## src/rtl/real_adder64_if.sv

```systemverilog
// rtl/real_adder64_if.sv - operand/result bus for the pipelined binary32 adder
//
// Purpose : groups the operand-pair request and the result return of real_adder64.
// Signals : valid_in, a, b (and sub when REAL_ADDER_SUB_EN is defined) driven by the master;
//           valid_out, c driven by the slave (the adder).
// Macro   : REAL_ADDER_SUB_EN adds the sub request bit.
`timescale 1ns/1ps
interface real_adder64_if #(
    parameter int W = 32
);
    logic         valid_in;
    logic [W-1:0] a;
    logic [W-1:0] b;
`ifdef REAL_ADDER_SUB_EN
    logic         sub;
`endif
    logic         valid_out;
    logic [W-1:0] c;

`ifdef REAL_ADDER_SUB_EN
    modport master (output valid_in, a, b, sub, input valid_out, c);
    modport slave  (input valid_in, a, b, sub, output valid_out, c);
`else
    modport master (output valid_in, a, b, input valid_out, c);
    modport slave  (input valid_in, a, b, output valid_out, c);
`endif
endinterface

```

## src/rtl/real_adder64.sv

```systemverilog
// rtl/real_adder64.sv - three-stage pipelined IEEE-754 binary32 adder
//
// Purpose : one operand pair per cycle, round-to-nearest-even sum three cycles later.
//           S1 unpack/align, S2 add/normalize, S3 round/pack. Denormals flush to zero.
// Ports   : clk  - clock, rising edge
//           rst  - synchronous active-high reset (clears valids and c)
//           s_if - real_adder64_if.slave: valid_in, a, b, [sub] in; valid_out, c out
// Macro   : REAL_ADDER_SUB_EN - when defined, s_if.sub=1 computes a-b.
`timescale 1ns/1ps
module real_adder64 #(
    parameter int EXP_W  = 8,
    parameter int FRAC_W = 23
) (
    input  logic            clk,
    input  logic            rst,
    real_adder64_if.slave   s_if
);
    localparam int W   = 1 + EXP_W + FRAC_W;
    localparam int SW  = FRAC_W + 1;        // significand with hidden bit
    localparam int GW  = SW + 2;            // plus guard and round
    localparam int XW  = SW + 3;            // plus sticky
    localparam int EIW = EXP_W + 2;         // working exponent, MSB acts as sign
    localparam logic [EXP_W-1:0] EXP_MAX = '1;
    localparam logic [W-1:0]     QNAN    = {1'b0, EXP_MAX, 1'b1, {(FRAC_W-1){1'b0}}};

    // Leading-zero count; an all-zero input returns XW.
    function automatic logic [EIW-1:0] f_lzc(input logic [XW-1:0] v);
        f_lzc = EIW'(XW);
        for (int i = 0; i < XW; i++)
            if (v[i]) f_lzc = EIW'(XW - 1 - i);
    endfunction

    // ---------------- S1: unpack, order by magnitude, align ----------------
    logic             w_sign_a, w_sign_b;
    logic [EXP_W-1:0] w_exp_a, w_exp_b, w_exp_x, w_exp_y, w_diff;
    logic [FRAC_W-1:0] w_frac_a, w_frac_b, w_frac_x, w_frac_y;
    logic [W-2:0]     w_mag_a, w_mag_b;
    logic             w_nan_a, w_nan_b, w_inf_a, w_inf_b, w_a_big, w_sign_x, w_sign_y;
    logic [SW-1:0]    w_sig_x, w_sig_y;
    logic [2*GW-1:0]  w_ext;
    logic [XW-1:0]    w_sig_y_al;
    logic             w_special;
    logic [W-1:0]     w_special_val;

    assign w_sign_a = s_if.a[W-1];
`ifdef REAL_ADDER_SUB_EN
    assign w_sign_b = s_if.b[W-1] ^ s_if.sub;
`else
    assign w_sign_b = s_if.b[W-1];
`endif
    assign w_exp_a  = s_if.a[W-2:FRAC_W];
    assign w_exp_b  = s_if.b[W-2:FRAC_W];
    assign w_frac_a = s_if.a[FRAC_W-1:0];
    assign w_frac_b = s_if.b[FRAC_W-1:0];

    always_comb begin
        w_nan_a = (w_exp_a == EXP_MAX) && (w_frac_a != '0);
        w_nan_b = (w_exp_b == EXP_MAX) && (w_frac_b != '0);
        w_inf_a = (w_exp_a == EXP_MAX) && (w_frac_a == '0);
        w_inf_b = (w_exp_b == EXP_MAX) && (w_frac_b == '0);
        // Denormals compare as zero so they can never be chosen over a real zero-sized peer.
        w_mag_a = (w_exp_a == '0) ? '0 : s_if.a[W-2:0];
        w_mag_b = (w_exp_b == '0) ? '0 : s_if.b[W-2:0];
        w_a_big = (w_mag_a >= w_mag_b);

        w_sign_x = w_a_big ? w_sign_a : w_sign_b;
        w_sign_y = w_a_big ? w_sign_b : w_sign_a;
        w_exp_x  = w_a_big ? w_exp_a  : w_exp_b;
        w_exp_y  = w_a_big ? w_exp_b  : w_exp_a;
        w_frac_x = w_a_big ? w_frac_a : w_frac_b;
        w_frac_y = w_a_big ? w_frac_b : w_frac_a;
        w_sig_x  = (w_exp_x == '0) ? '0 : {1'b1, w_frac_x};
        w_sig_y  = (w_exp_y == '0) ? '0 : {1'b1, w_frac_y};
        w_diff   = w_exp_x - w_exp_y;

        // Shift within a double-width field so every bit that falls off lands in the sticky OR.
        w_ext      = {w_sig_y, 2'b00, {GW{1'b0}}} >> w_diff;
        w_sig_y_al = {w_ext[2*GW-1:GW], |w_ext[GW-1:0]};
        if (w_diff >= EXP_W'(GW))
            w_sig_y_al = {{GW{1'b0}}, |w_sig_y};

        w_special     = 1'b0;
        w_special_val = '0;
        if (w_nan_a || w_nan_b || (w_inf_a && w_inf_b && (w_sign_a != w_sign_b))) begin
            w_special     = 1'b1;
            w_special_val = QNAN;
        end else if (w_inf_a || w_inf_b) begin
            w_special     = 1'b1;
            w_special_val = {(w_inf_a ? w_sign_a : w_sign_b), EXP_MAX, {FRAC_W{1'b0}}};
        end
    end

    logic             r_s1_valid, r_s1_sign_x, r_s1_eff_sub, r_s1_zero_sign, r_s1_special;
    logic [EXP_W-1:0] r_s1_exp;
    logic [SW-1:0]    r_s1_sig_x;
    logic [XW-1:0]    r_s1_sig_y;
    logic [W-1:0]     r_s1_special_val;

    // ---------------- S2: add/subtract, normalize ----------------
    logic [XW:0]      w_sum;
    logic [XW-1:0]    w_norm;
    logic [EIW-1:0]   w_lzc, w_exp_n;
    logic             w_sum_zero, w_s2_zero, w_s2_sign;

    always_comb begin
        // X >= Y in magnitude, so the subtract never goes negative.
        w_sum = r_s1_eff_sub ? ({1'b0, r_s1_sig_x, 3'b000} - {1'b0, r_s1_sig_y})
                             : ({1'b0, r_s1_sig_x, 3'b000} + {1'b0, r_s1_sig_y});
        w_lzc      = f_lzc(w_sum[XW-1:0]);
        w_sum_zero = (w_sum == '0);
        if (w_sum[XW]) begin
            w_norm  = {w_sum[XW:2], w_sum[1] | w_sum[0]};
            w_exp_n = {2'b00, r_s1_exp} + EIW'(1);
        end else begin
            w_norm  = w_sum[XW-1:0] << w_lzc;
            w_exp_n = {2'b00, r_s1_exp} - w_lzc;
        end
        // Exponent at or below zero means the result is subnormal: flush it.
        w_s2_zero = w_sum_zero || w_exp_n[EIW-1] || (w_exp_n == '0);
        // Exact zero is -0 only when both addends were negative zeros.
        w_s2_sign = w_sum_zero ? r_s1_zero_sign : r_s1_sign_x;
    end

    logic             r_s2_valid, r_s2_sign, r_s2_zero, r_s2_special;
    logic [EIW-1:0]   r_s2_exp;
    logic [SW-1:0]    r_s2_mant;
    logic [2:0]       r_s2_grs;
    logic [W-1:0]     r_s2_special_val;

    // ---------------- S3: round to nearest even, pack ----------------
    logic             w_round_up;
    logic [SW:0]      w_mant_r;
    logic [FRAC_W-1:0] w_frac_r;
    logic [EIW-1:0]   w_exp_r;
    logic [W-1:0]     w_result;

    always_comb begin
        w_round_up = r_s2_grs[2] & (r_s2_grs[1] | r_s2_grs[0] | r_s2_mant[0]);
        w_mant_r   = {1'b0, r_s2_mant} + {{SW{1'b0}}, w_round_up};
        // A carry out of rounding means the mantissa wrapped to 1.000..; bump the exponent.
        w_frac_r   = w_mant_r[SW] ? w_mant_r[SW-1:1] : w_mant_r[FRAC_W-1:0];
        w_exp_r    = r_s2_exp + EIW'(w_mant_r[SW]);
        if (r_s2_special)
            w_result = r_s2_special_val;
        else if (r_s2_zero)
            w_result = {r_s2_sign, {(W-1){1'b0}}};
        else if (w_exp_r >= {2'b00, EXP_MAX})
            w_result = {r_s2_sign, EXP_MAX, {FRAC_W{1'b0}}};
        else
            w_result = {r_s2_sign, w_exp_r[EXP_W-1:0], w_frac_r};
    end

    logic             r_valid_out;
    logic [W-1:0]     r_c;

    always_ff @(posedge clk) begin
        if (rst) begin
            r_s1_valid  <= 1'b0;
            r_s2_valid  <= 1'b0;
            r_valid_out <= 1'b0;
            r_c         <= '0;
        end else begin
            r_s1_valid  <= s_if.valid_in;
            r_s2_valid  <= r_s1_valid;
            r_valid_out <= r_s2_valid;
            if (r_s2_valid)
                r_c <= w_result;
        end
    end

    // Datapath registers carry no reset; the valid chain qualifies them.
    always_ff @(posedge clk) begin
        if (s_if.valid_in) begin
            r_s1_sign_x      <= w_sign_x;
            r_s1_eff_sub     <= w_sign_x ^ w_sign_y;
            r_s1_zero_sign   <= w_sign_a & w_sign_b;
            r_s1_exp         <= w_exp_x;
            r_s1_sig_x       <= w_sig_x;
            r_s1_sig_y       <= w_sig_y_al;
            r_s1_special     <= w_special;
            r_s1_special_val <= w_special_val;
        end
        if (r_s1_valid) begin
            r_s2_sign        <= w_s2_sign;
            r_s2_zero        <= w_s2_zero;
            r_s2_exp         <= w_exp_n;
            r_s2_mant        <= w_norm[XW-1:3];
            r_s2_grs         <= w_norm[2:0];
            r_s2_special     <= r_s1_special;
            r_s2_special_val <= r_s1_special_val;
        end
    end

    assign s_if.valid_out = r_valid_out;
    assign s_if.c         = r_c;
endmodule

```

## src/flat_wrapper.sv

```systemverilog
// flat-port wrapper written by rule: the top's interface ports become plain ports
module real_adder64_flat 
#(
    parameter int EXP_W  = 8,
    parameter int FRAC_W = 23
)
  (clk, rst, s_if_valid_in, s_if_a, s_if_b, s_if_valid_out, s_if_c);
  real_adder64_if s_if_i ();
  input  logic clk;
  input  logic rst;
  input wire logic [$bits(s_if_i.valid_in)-1:0] s_if_valid_in;
  input wire logic [$bits(s_if_i.a)-1:0] s_if_a;
  input wire logic [$bits(s_if_i.b)-1:0] s_if_b;
  output wire logic [$bits(s_if_i.valid_out)-1:0] s_if_valid_out;
  output wire logic [$bits(s_if_i.c)-1:0] s_if_c;
  assign s_if_i.valid_in = s_if_valid_in;
  assign s_if_i.a = s_if_a;
  assign s_if_i.b = s_if_b;
  assign s_if_valid_out = s_if_i.valid_out;
  assign s_if_c = s_if_i.c;
  real_adder64 #(.EXP_W(EXP_W), .FRAC_W(FRAC_W)) u_core (.clk(clk), .rst(rst), .s_if(s_if_i));
endmodule
```

## config.mk

```make
export PLATFORM = sky130hd
export DESIGN_NAME = real_adder64_flat
export DESIGN_NICKNAME = d
export VERILOG_FILES = /design/src/rtl/real_adder64_if.sv /design/src/rtl/real_adder64.sv /design/src/flat_wrapper.sv
export SDC_FILE = /design/constraint.sdc
export NUM_CORES = 1
export LEC_CHECK = 0
export CORE_UTILIZATION = 61
export CTS_CLUSTER_SIZE = 28
export DETAILED_ROUTE_END_ITERATION = 10
export HOLD_SLACK_MARGIN = 0.15
export PLACE_DENSITY = 0.81
export SYNTH_ARGS = -nofsm -noshare
export SYNTH_HDL_FRONTEND = slang
export SYNTH_SLANG_ARGS = --single-unit
```

## constraint.sdc

```tcl
create_clock -name clk -period 10.1 [get_ports clk]
set_input_delay 2.02 -clock clk [delete_from_list [all_inputs] [get_ports clk]]
set_output_delay 2.02 -clock clk [all_outputs]
set_load 0.02 [all_outputs]
```

==> summary by stage, run 1 <==
Logic synthesis
In the synthesized netlist the async set-or-reset flop fraction comes to 0%. Among all flip-flop cells after synthesis, the most frequent one is sky130_fd_sc_hd__edfxtp_1. Counting flops and latches in the post-synthesis netlist gives between 100 and 150. During synthesis, Yosys emitted a total of 0 warnings. Synthesis produced a netlist with a net count of 1981. The share of the synthesized area in the top cell type is ~22%. Synthesis instantiated roughly 110 different standard cells from the library. The synthesized netlist occupies a cell area of between 10000 and 15000 sq um. Sequential elements use between 20 and 30% of the synthesized area.

Sorting the synthesized cells by area gives the leading types as sky130_fd_sc_hd__edfxtp_1 (22%), sky130_fd_sc_hd__ha_1 (8.0%), sky130_fd_sc_hd__nand2_1 (7.1%). Counting flops with a built-in enable in the synthesized netlist gives around 110. In the synthesized netlist, the number of instances is roughly 1800.

The most area-hungry cell type in the Yosys netlist is sky130_fd_sc_hd__edfxtp_1. The mean instance size in the synthesized netlist is 7.95 sq um.

Final layout
Of the cells placed in the final design, the portion with a size suffix greater than 1 is 6.79%. In the layout the commonest cells are sky130_fd_sc_hd__nand2_1 (273), sky130_fd_sc_hd__nor2_1 (171), sky130_fd_sc_hd__a21oi_1 (137). The most common cell after layout, fill and taps aside is sky130_fd_sc_hd__nand2_1. The count of inserted antenna diode cells is 0. The number of nets at the end of the flow is between 2000 and 2500. From synthesis to final layout, the design area changed by 11.8%.

Once layout is complete, the utilization of the core stands at between 70% and 80%. The filler cells instantiated in the layout total ~1900.

Place
The routability congestion estimate from global placement is 1.01. The estimated wirelength of the detail-placed design is between 30000 and 40000 um. The number of buffers inserted by port buffering is 99. The pre-CTS setup slack is ~1400 ps.

STA
The highest clock frequency the design can meet is roughly 120 MHz. The worst clock skew is approximately 16 ps. Headroom to the max-slew limit came out at 18.4%. The final setup violation count is 0. Summed over all failing endpoints, the final setup total negative slack is 0 ps.

Setup repair after global routing left no endpoint under its margin. The number of failing hold endpoints at the final stage is 0. The number of max-slew violations in the final report is 0. The post-layout minimum cycle time is 8410 ps. In the finished design, the share of the clock period the worst path needs comes to 83.2%.

The worst-margin pin slew is between 1000 and 1500 ps. The worst setup margin is around 1700 ps.

Pwr
The leakage dissipation is ~6.4 nW. In this run the power density over the cells is about 190 nW/um^2. The worst-case IR drop observed on VDD is 0.000133 V.

Min path
The worst min-delay path category is reg -> reg.

Worst setup path
The data arrival time of the worst path is roughly 8700 ps. The nature of the critical path startpoint is an input port. The start-to-end type of the worst setup path is in -> reg. In this run the worst path has a maximum fanout of 24. The data required time of the worst path is between 10000 and 15000 ps. The critical path endpoint category is a flop.

Detailed routing
The detailed router finished its first iteration with about 1700 violations. Wire segments on met3 add up to roughly 3800 um in the final route. For this block, the via count after detailed routing is approximately 15000. Wire segments on met2 add up to approximately 21000 um in the final route.

The antenna violation net count after detailed routing is 0. For this block, the routed nets add up to between 40000 and 50000 um of wire. The wire length per cell is about 20 um. For this block, wires on met1 add up to about 18000 um. The ratio of routed vias to standard cells is around 6.7.

The final routed DRC violation total is 0. The uppermost metal layer occupied by signal nets is met4. The detailed-router iteration count before antenna repair is 6.

Clocking
Counting along the longest clock path gives a buffer depth of 2. The clock tree root buffer cell is sky130_fd_sc_hd__clkbuf_16. The TritonCTS clock tree is built. The clock transition at the registers of the reported paths is around 70 ps. The total clock buffers created by CTS is 17. The number of buffers inserted by hold repair at cts is 0. The post-cts repair resize count is 0. The source-to-sink clock delay at the later pin of the worst-skew pair is 440 ps. The H-tree depth is 4. Counting every sink on the clock net gives around 140.

In this run the post-CTS setup repair buffer count came out at 0.

Die
The number of rows created at floorplan is between 50 and 60. The die area is approximately 24000 sq um. The die height is 156 um.

The total area inside the core boundary comes to ~23000 sq um. Once the floorplan was initialized, standard cells occupied between 60% and 70% of the core. Measured along the x axis, the die boundary spans between 150 and 200 um. For this design the top-level I/O count stands at 100.

Run
The max-cap violation count is 0.

Global routing
The via count of the first global-routing pass was between 10000 and 15000. For this run, the total global-route usage over all layers was measured as between 30% and 40%. Entering global routing, the biggest net connects 67 pins.

The aggregate global routing overflow is 0. The first global-routing pass estimated between 70000 and 80000 um of wire. The number of antenna violations at the first check in global routing is 0.

Outcome
The run finished with clean final reports.
-- worst max-delay path: stages --
cell                              delay (ps)
sky130_fd_sc_hd__clkdlybuf4s50_1         610
sky130_fd_sc_hd__nor4_1                  380
sky130_fd_sc_hd__nand2_1                 450
sky130_fd_sc_hd__and2_1                  340
sky130_fd_sc_hd__ha_1                    310
sky130_fd_sc_hd__a21o_1                  160
sky130_fd_sc_hd__a31oi_1                 160
sky130_fd_sc_hd__o21ai_0                 140
sky130_fd_sc_hd__a211oi_1                650
sky130_fd_sc_hd__o21ai_4                 120
sky130_fd_sc_hd__mux2i_1                 180
sky130_fd_sc_hd__ha_1                    220
sky130_fd_sc_hd__nor2_1                   70
sky130_fd_sc_hd__maj3_1                  390
sky130_fd_sc_hd__a2111oi_0               510
sky130_fd_sc_hd__nor2_1                   70
sky130_fd_sc_hd__o21ai_0                 260
sky130_fd_sc_hd__xnor2_1                 440
sky130_fd_sc_hd__nand2_1                 160
sky130_fd_sc_hd__o2111ai_1               120
sky130_fd_sc_hd__buf_4                   230
sky130_fd_sc_hd__or3_1                   440
sky130_fd_sc_hd__nor4_1                  200
-- sequential cells by signal, indices dropped and copies added (netlist names) --
signal	cells
u_core.r_s2_special_val	3
u_core.r_s2_exp	10
u_core.s_if.c	32
u_core.r_s2_sign	1
u_core.s_if.valid_out	1
u_core.r_s1_exp	8
u_core.r_s1_eff_sub	1
u_core.r_s1_sign_x	1
u_core.r_s1_valid	1
u_core.r_s1_special_val	3
u_core.r_s1_sig_x	24
u_core.r_s1_sig_y	27
u_core.r_s2_grs	3
u_core.r_s2_mant	24
u_core.r_s1_zero_sign	1
u_core.r_s2_valid	1
u_core.r_s2_zero	1
-- final cells by class --
class	count	area [sq um]	share of cell area (%)
Clock buffer	17	425	2.63
Clock inverter	15	194	1.20
Inverter	67	251	1.56
Multi-Input combinational cell	1498	9870	61.1
Sequential cell	142	3920	24.2
Tap cell	313	392	2.42
Timing Repair Buffer	116	1110	6.89
-- kinds of logic (layout without fill, tap and decap cells) --
kind of cell             after synthesis  in the layout  synth area share, %
AND/OR/NAND/NOR                      746            746                 24.5
AO/OA/AOI/OAI                        470            470                 22.1
buffers and inverters                179            215                 4.98
flip-flops                           142            142                 27.1
multiplexers                         114            114                 8.41
adder cells (fa/ha/maj)               97             97                 8.46
XOR/XNOR                              71             71                 4.46
-- per-stage QoR --
step                power, W  hold slack, ps  area, sq um  instances
floorplan            0.00200             400        14500       1819
global placement     0.00241             404        15500       2136
detailed placement   0.00243             409        15500       2136
CTS                  0.00307             421        16200       2168
global route         0.00328             421        16200       2168
finish               0.00312             421        16200       2168
-- routing by layer --
layer,track usage [%],vias to the layer above
met5,0,-
met4,15.4,0
met3,4.92,132
met2,62.2,825
met1,47.9,6806
li1,-,6741
-- power by group --
part | switching [W] | leakage (nW) | total [W] | internal, W
clock | 0.000299 | 0.299 | 0.000636 | 0.000337
combinational | 0.00107 | 4.80 | 0.00169 | 0.000625
sequential | 0.0000676 | 1.30 | 0.000793 | 0.000725
-- cells in the mapped netlist, drive strengths merged, types with 9 or more instances --
cell type  number
nand2         274
nor2          174
a21oi         137
edfxtp        107
ha             93
clkbuf         88
mux2i          88
o21ai          79
inv            66
nand3          55
xnor2          44
and2           37
o211ai         37
dfxtp          35
nor4           33
a31oi          32
and3           29
nand4          27
xor2           27
nor2b          26
nor3           26
nand2b         25
buf            24
mux2           24
o22ai          23
a22oi          21
a211oi         17
o31ai          17
a21o           15
or3            11
a221oi          9
-- final timing paths --
| kind | start | to | slack, ps | cells past startpoint |
|---|---|---|---|---|
| max reg2reg | u_core.r_s1_sig_y[4]$_SDFFCE_PP0P_ | u_core.r_s2_zero$_DFFE_PP_ | 2550 | 23 |
| max | s_if_a[27] | u_core.r_s1_sig_y[26]$_SDFFCE_PP0P_ | 1690 | 23 |
| min | u_core.r_s1_special_val[22]$_SDFFCE_PP1P_ | u_core.r_s2_special_val[22]$_DFFE_PP_ | 420 | 0 |
| min reg2reg | u_core.r_s1_special_val[22]$_SDFFCE_PP1P_ | u_core.r_s2_special_val[22]$_DFFE_PP_ | 420 | 0 |
Note: power is estimated with default switching activity, not from simulation.
==> run 2: changes to the inputs <==
- CORE_UTILIZATION: 61 -> 55
- PLACE_DENSITY: 0.81 -> 0.77
- clock period: 10.1 -> 7.6 ns (I/O delays scaled with it)
==> run 2 against run 1 <==
  * Via count shrank 0.68%
  * First-iteration DRC count rose by 3.5%
  * Die area increased by 11%
  * Sequential share of layout area decreased by 0.28 points
  * Total power increased by 34%
  * Routed wire length up 0.88%
  * Worst hold slack improved by 5.9 ps
  * Clock power rose by 31%
  * Setup slack worse by 1200 ps
  * Flip-flop and latch count unchanged
  * Critical path depth grew 1
  * Critical path type unchanged
  * Largest cell class unchanged
  * Highest routed layer unchanged
==> summary by stage, run 2 (same netlist as run 1, synthesis figures left out) <==
Pwr
Power comes to ~0.0042 W. The power per cell area is roughly 260 nW/um^2. For this design the static power due to leakage is about 6.5 nW. The highest ir drop seen on vdd is 0.000178 V.

Worst setup path
In this run the worst setup path terminates at u_core.r_s1_sig_y[26]$_SDFFCE_PP0P_. The start-to-end type of the worst setup path is in -> reg. At the worst endpoint, the arrival time is 7340 ps. The depth of the worst register-to-register path is 22. STA classifies the critical path startpoint as an input port. The dominant delay contributor by cell family on the critical path is compound AO/OA/AOI/OAI gates.

Data on the critical path is required at its endpoint by 7820 ps. The critical-path cell with the highest stage delay is sky130_fd_sc_hd__or3_1. Tracing the worst setup path back leads to its startpoint at s_if_a[25].

Traced cell by cell, the critical path runs through clkdlybuf4s50_1, nor4_1, nand2_2, and2_1, ha_1, a21o_1, a31oi_1, o21ai_0, a211oi_1, buf_4, o21ai_4, mux2i_1, ha_1, nor2_1, maj3_1, a2111oi_0, o21ai_0, a21oi_1, o211ai_1, nand3_1, xnor2_1, o2111ai_1, or3_1, nor4_1. The largest single stage delay on the critical path is between 500 and 600 ps. The launch instance of the worst register-to-register path is u_core.r_s1_sig_x[4]$_SDFFCE_PN0P_. Of all nets on the critical path, the largest fanout is 24. The number of buffers and inverters on the critical path is 2. The critical path endpoint category is a flop. The worst flop-to-flop path endpoint is u_core.r_s2_zero$_DFFE_PP_.

For flop-to-flop paths, the worst setup slack is around 1100 ps. Counting buffers and inverters, the worst setup path is 24 cells deep.

Outcome
The flow ran to the end, and the final reports show no timing, DRC or antenna violations.

STA
The worst clock skew is between 20 and 30 ps. The normalized max-slew margin is between 15 and 20%. Setup violations remaining at the end of the flow were counted as 0.

The number of max-slew violations in the final report is 0. The final total negative setup slack is 0 ps. The number of failing hold endpoints at the final stage is 0. Static timing analysis puts the maximum clock frequency at about 140 MHz. Setup repair after global routing left no endpoint under its margin.

The post-layout minimum cycle time is about 7100 ps. The worst-margin pin slew is 1230 ps. The share of the clock period used by the worst path is roughly 94%. The worst hold-check slack is between 400 and 500 ps. The worst setup margin is 479 ps.

Detailed routing
After detailed routing, the number of remaining DRC violations is 0. The number of vias after detailed routing is 14400. The detailed-router iteration count before antenna repair is 7. The ratio of routed vias to standard cells is ~6.5. The antenna violation net count after detailed routing is 0. The number of violations reported at the end of detailed-routing iteration 0 is roughly 1700. The wire length per cell is 20.3 um. The total routed wirelength is approximately 45000 um.

Clocking
In this run the deepest clock path goes through 2 buffers. The TritonCTS clock tree is built. The total clock buffers created by CTS is 17. The source-to-sink clock delay at the later pin of the worst-skew pair is roughly 430 ps.

The clock drives between 100 and 150 sinks. After clock tree synthesis, the flow added hold-fix buffers numbering 0. The clock tree root buffer cell is sky130_fd_sc_hd__clkbuf_16.

In this run the number of H-tree levels came out at 4. The clock transition at the registers of the reported paths is about 70 ps.

Final layout
The number of flip-flops in the largest register is 32. In the final layout, the share of cells above drive strength 1 is under 10%. The final layout contains just over 2000 nets. The area growth from synthesis to layout is 13.1%. The count of inserted antenna diode cells is 0. After filler insertion, the fill cell instance count of the layout stands at ~2200.

The most common cell after layout, fill and taps aside is sky130_fd_sc_hd__nand2_1. The library cells used most frequently in the layout, excluding fill and tap cells, are sky130_fd_sc_hd__nand2_1 (272), sky130_fd_sc_hd__nor2_1 (171), sky130_fd_sc_hd__a21oi_1 (137).

Die
The number of top-level design ports is 100. The effective utilization at floorplan is between 50% and 60%. After floorplanning, the core was divided into slightly below 60 placement rows. The die area is 26900 sq um. The chip width is 164 um. The floorplan step set the die height to between 150 and 200 um. The core box area is about 25000 sq um.

Global routing
The first-pass GRT wire length is a little over 70000 um. The global router's overall resource usage is roughly a third. The largest net degree at the start of global routing is 67. The via count of the first global-routing pass was 13400.

The number of antenna violations at the first check in global routing was 0. Global routing finished with a remaining overflow of 0.

Place
The number of buffers inserted by port buffering is 99. The routability congestion estimate from global placement is roughly 1. At the placement stage, the worst setup path has a slack of -73.5 ps. The HPWL after detailed placement is 35200 um.

Min path
The worst min-delay path category is reg -> reg.

Run
The max-cap violation count is 0.
run 2: where the power goes:
part,switching [W],leakage (nW),internal (W)
combinational,0.00144,4.92,0.000866
clock,0.000367,0.295,0.000468
sequential,0.0000832,1.30,0.000964
total,0.00189,6.51,0.00230
run 2: what timing repair did:
| item | 4_1_cts | 5_1_grt |
|---|---|---|
| gates resized for setup | 0 | 1 |
| endpoints found under the setup margin | 0 | 2 |
| buffers inserted | 0 | 0 |
run 2: area by class of cell:
cell class	instances	area (sq um)	share of cell area [%]
Timing Repair Buffer	138	1300	7.97
Multi-Input combinational cell	1498	9880	60.4
Clock buffer	17	425	2.60
Inverter	67	251	1.54
Sequential cell	142	3920	23.9
Tap cell	330	413	2.53
Clock inverter	15	161	0.987
run 2: per-stage QoR:
step                      instance area (sq um)  cells  utilization, %
after global placement                    15800   2175            61.9
after floorplan                           14500   1819               -
after CTS                                 16300   2207            64.2
after detailed placement                  15800   2175            61.9
after global routing                      16300   2207            64.2
final                                     16300   2207            64.2
run 2: worst min-delay path by stage:
stage / start / endpoint / slack (ps) / cells after the start
5_1_grt: u_core.r_s1_special_val[29]$_SDFFCE_PP1P_ / u_core.r_s2_special_val[30]$_DFFE_PP_ / 440 / 0
2_1_floorplan: u_core.r_s1_special_val[22]$_SDFFCE_PP1P_ / u_core.r_s2_special_val[22]$_DFFE_PP_ / 400 / 0
4_1_cts: u_core.r_s1_special_val[22]$_SDFFCE_PP1P_ / u_core.r_s2_special_val[22]$_DFFE_PP_ / 430 / 0
3_3_place_gp: u_core.r_s1_special_val[29]$_SDFFCE_PP1P_ / u_core.r_s2_special_val[30]$_DFFE_PP_ / 410 / 0
6_report: u_core.r_s1_special_val[22]$_SDFFCE_PP1P_ / u_core.r_s2_special_val[22]$_DFFE_PP_ / 430 / 0
3_5_place_dp: u_core.r_s1_special_val[29]$_SDFFCE_PP1P_ / u_core.r_s2_special_val[30]$_DFFE_PP_ / 410 / 0
run 2: layer usage:
layer  part of all wire [%]  track usage [%]
met4                    4.3             15.7
met1                     41             42.7
met3                    7.2             4.49
met5                      0                0
met2                     47             56.4
==> run 3: changes to the inputs <==
==> constraint.sdc (replaced) <==
create_clock -name clk -period 7.6 [get_ports clk]
set_input_delay 1.52 -clock clk [delete_from_list [all_inputs] [get_ports clk]]
set_output_delay 1.52 -clock clk [all_outputs]
set_load 0.01 [all_outputs]
==> results of run 3 <==
Same layout as run 2 (identical final DEF). Status: finished clean.
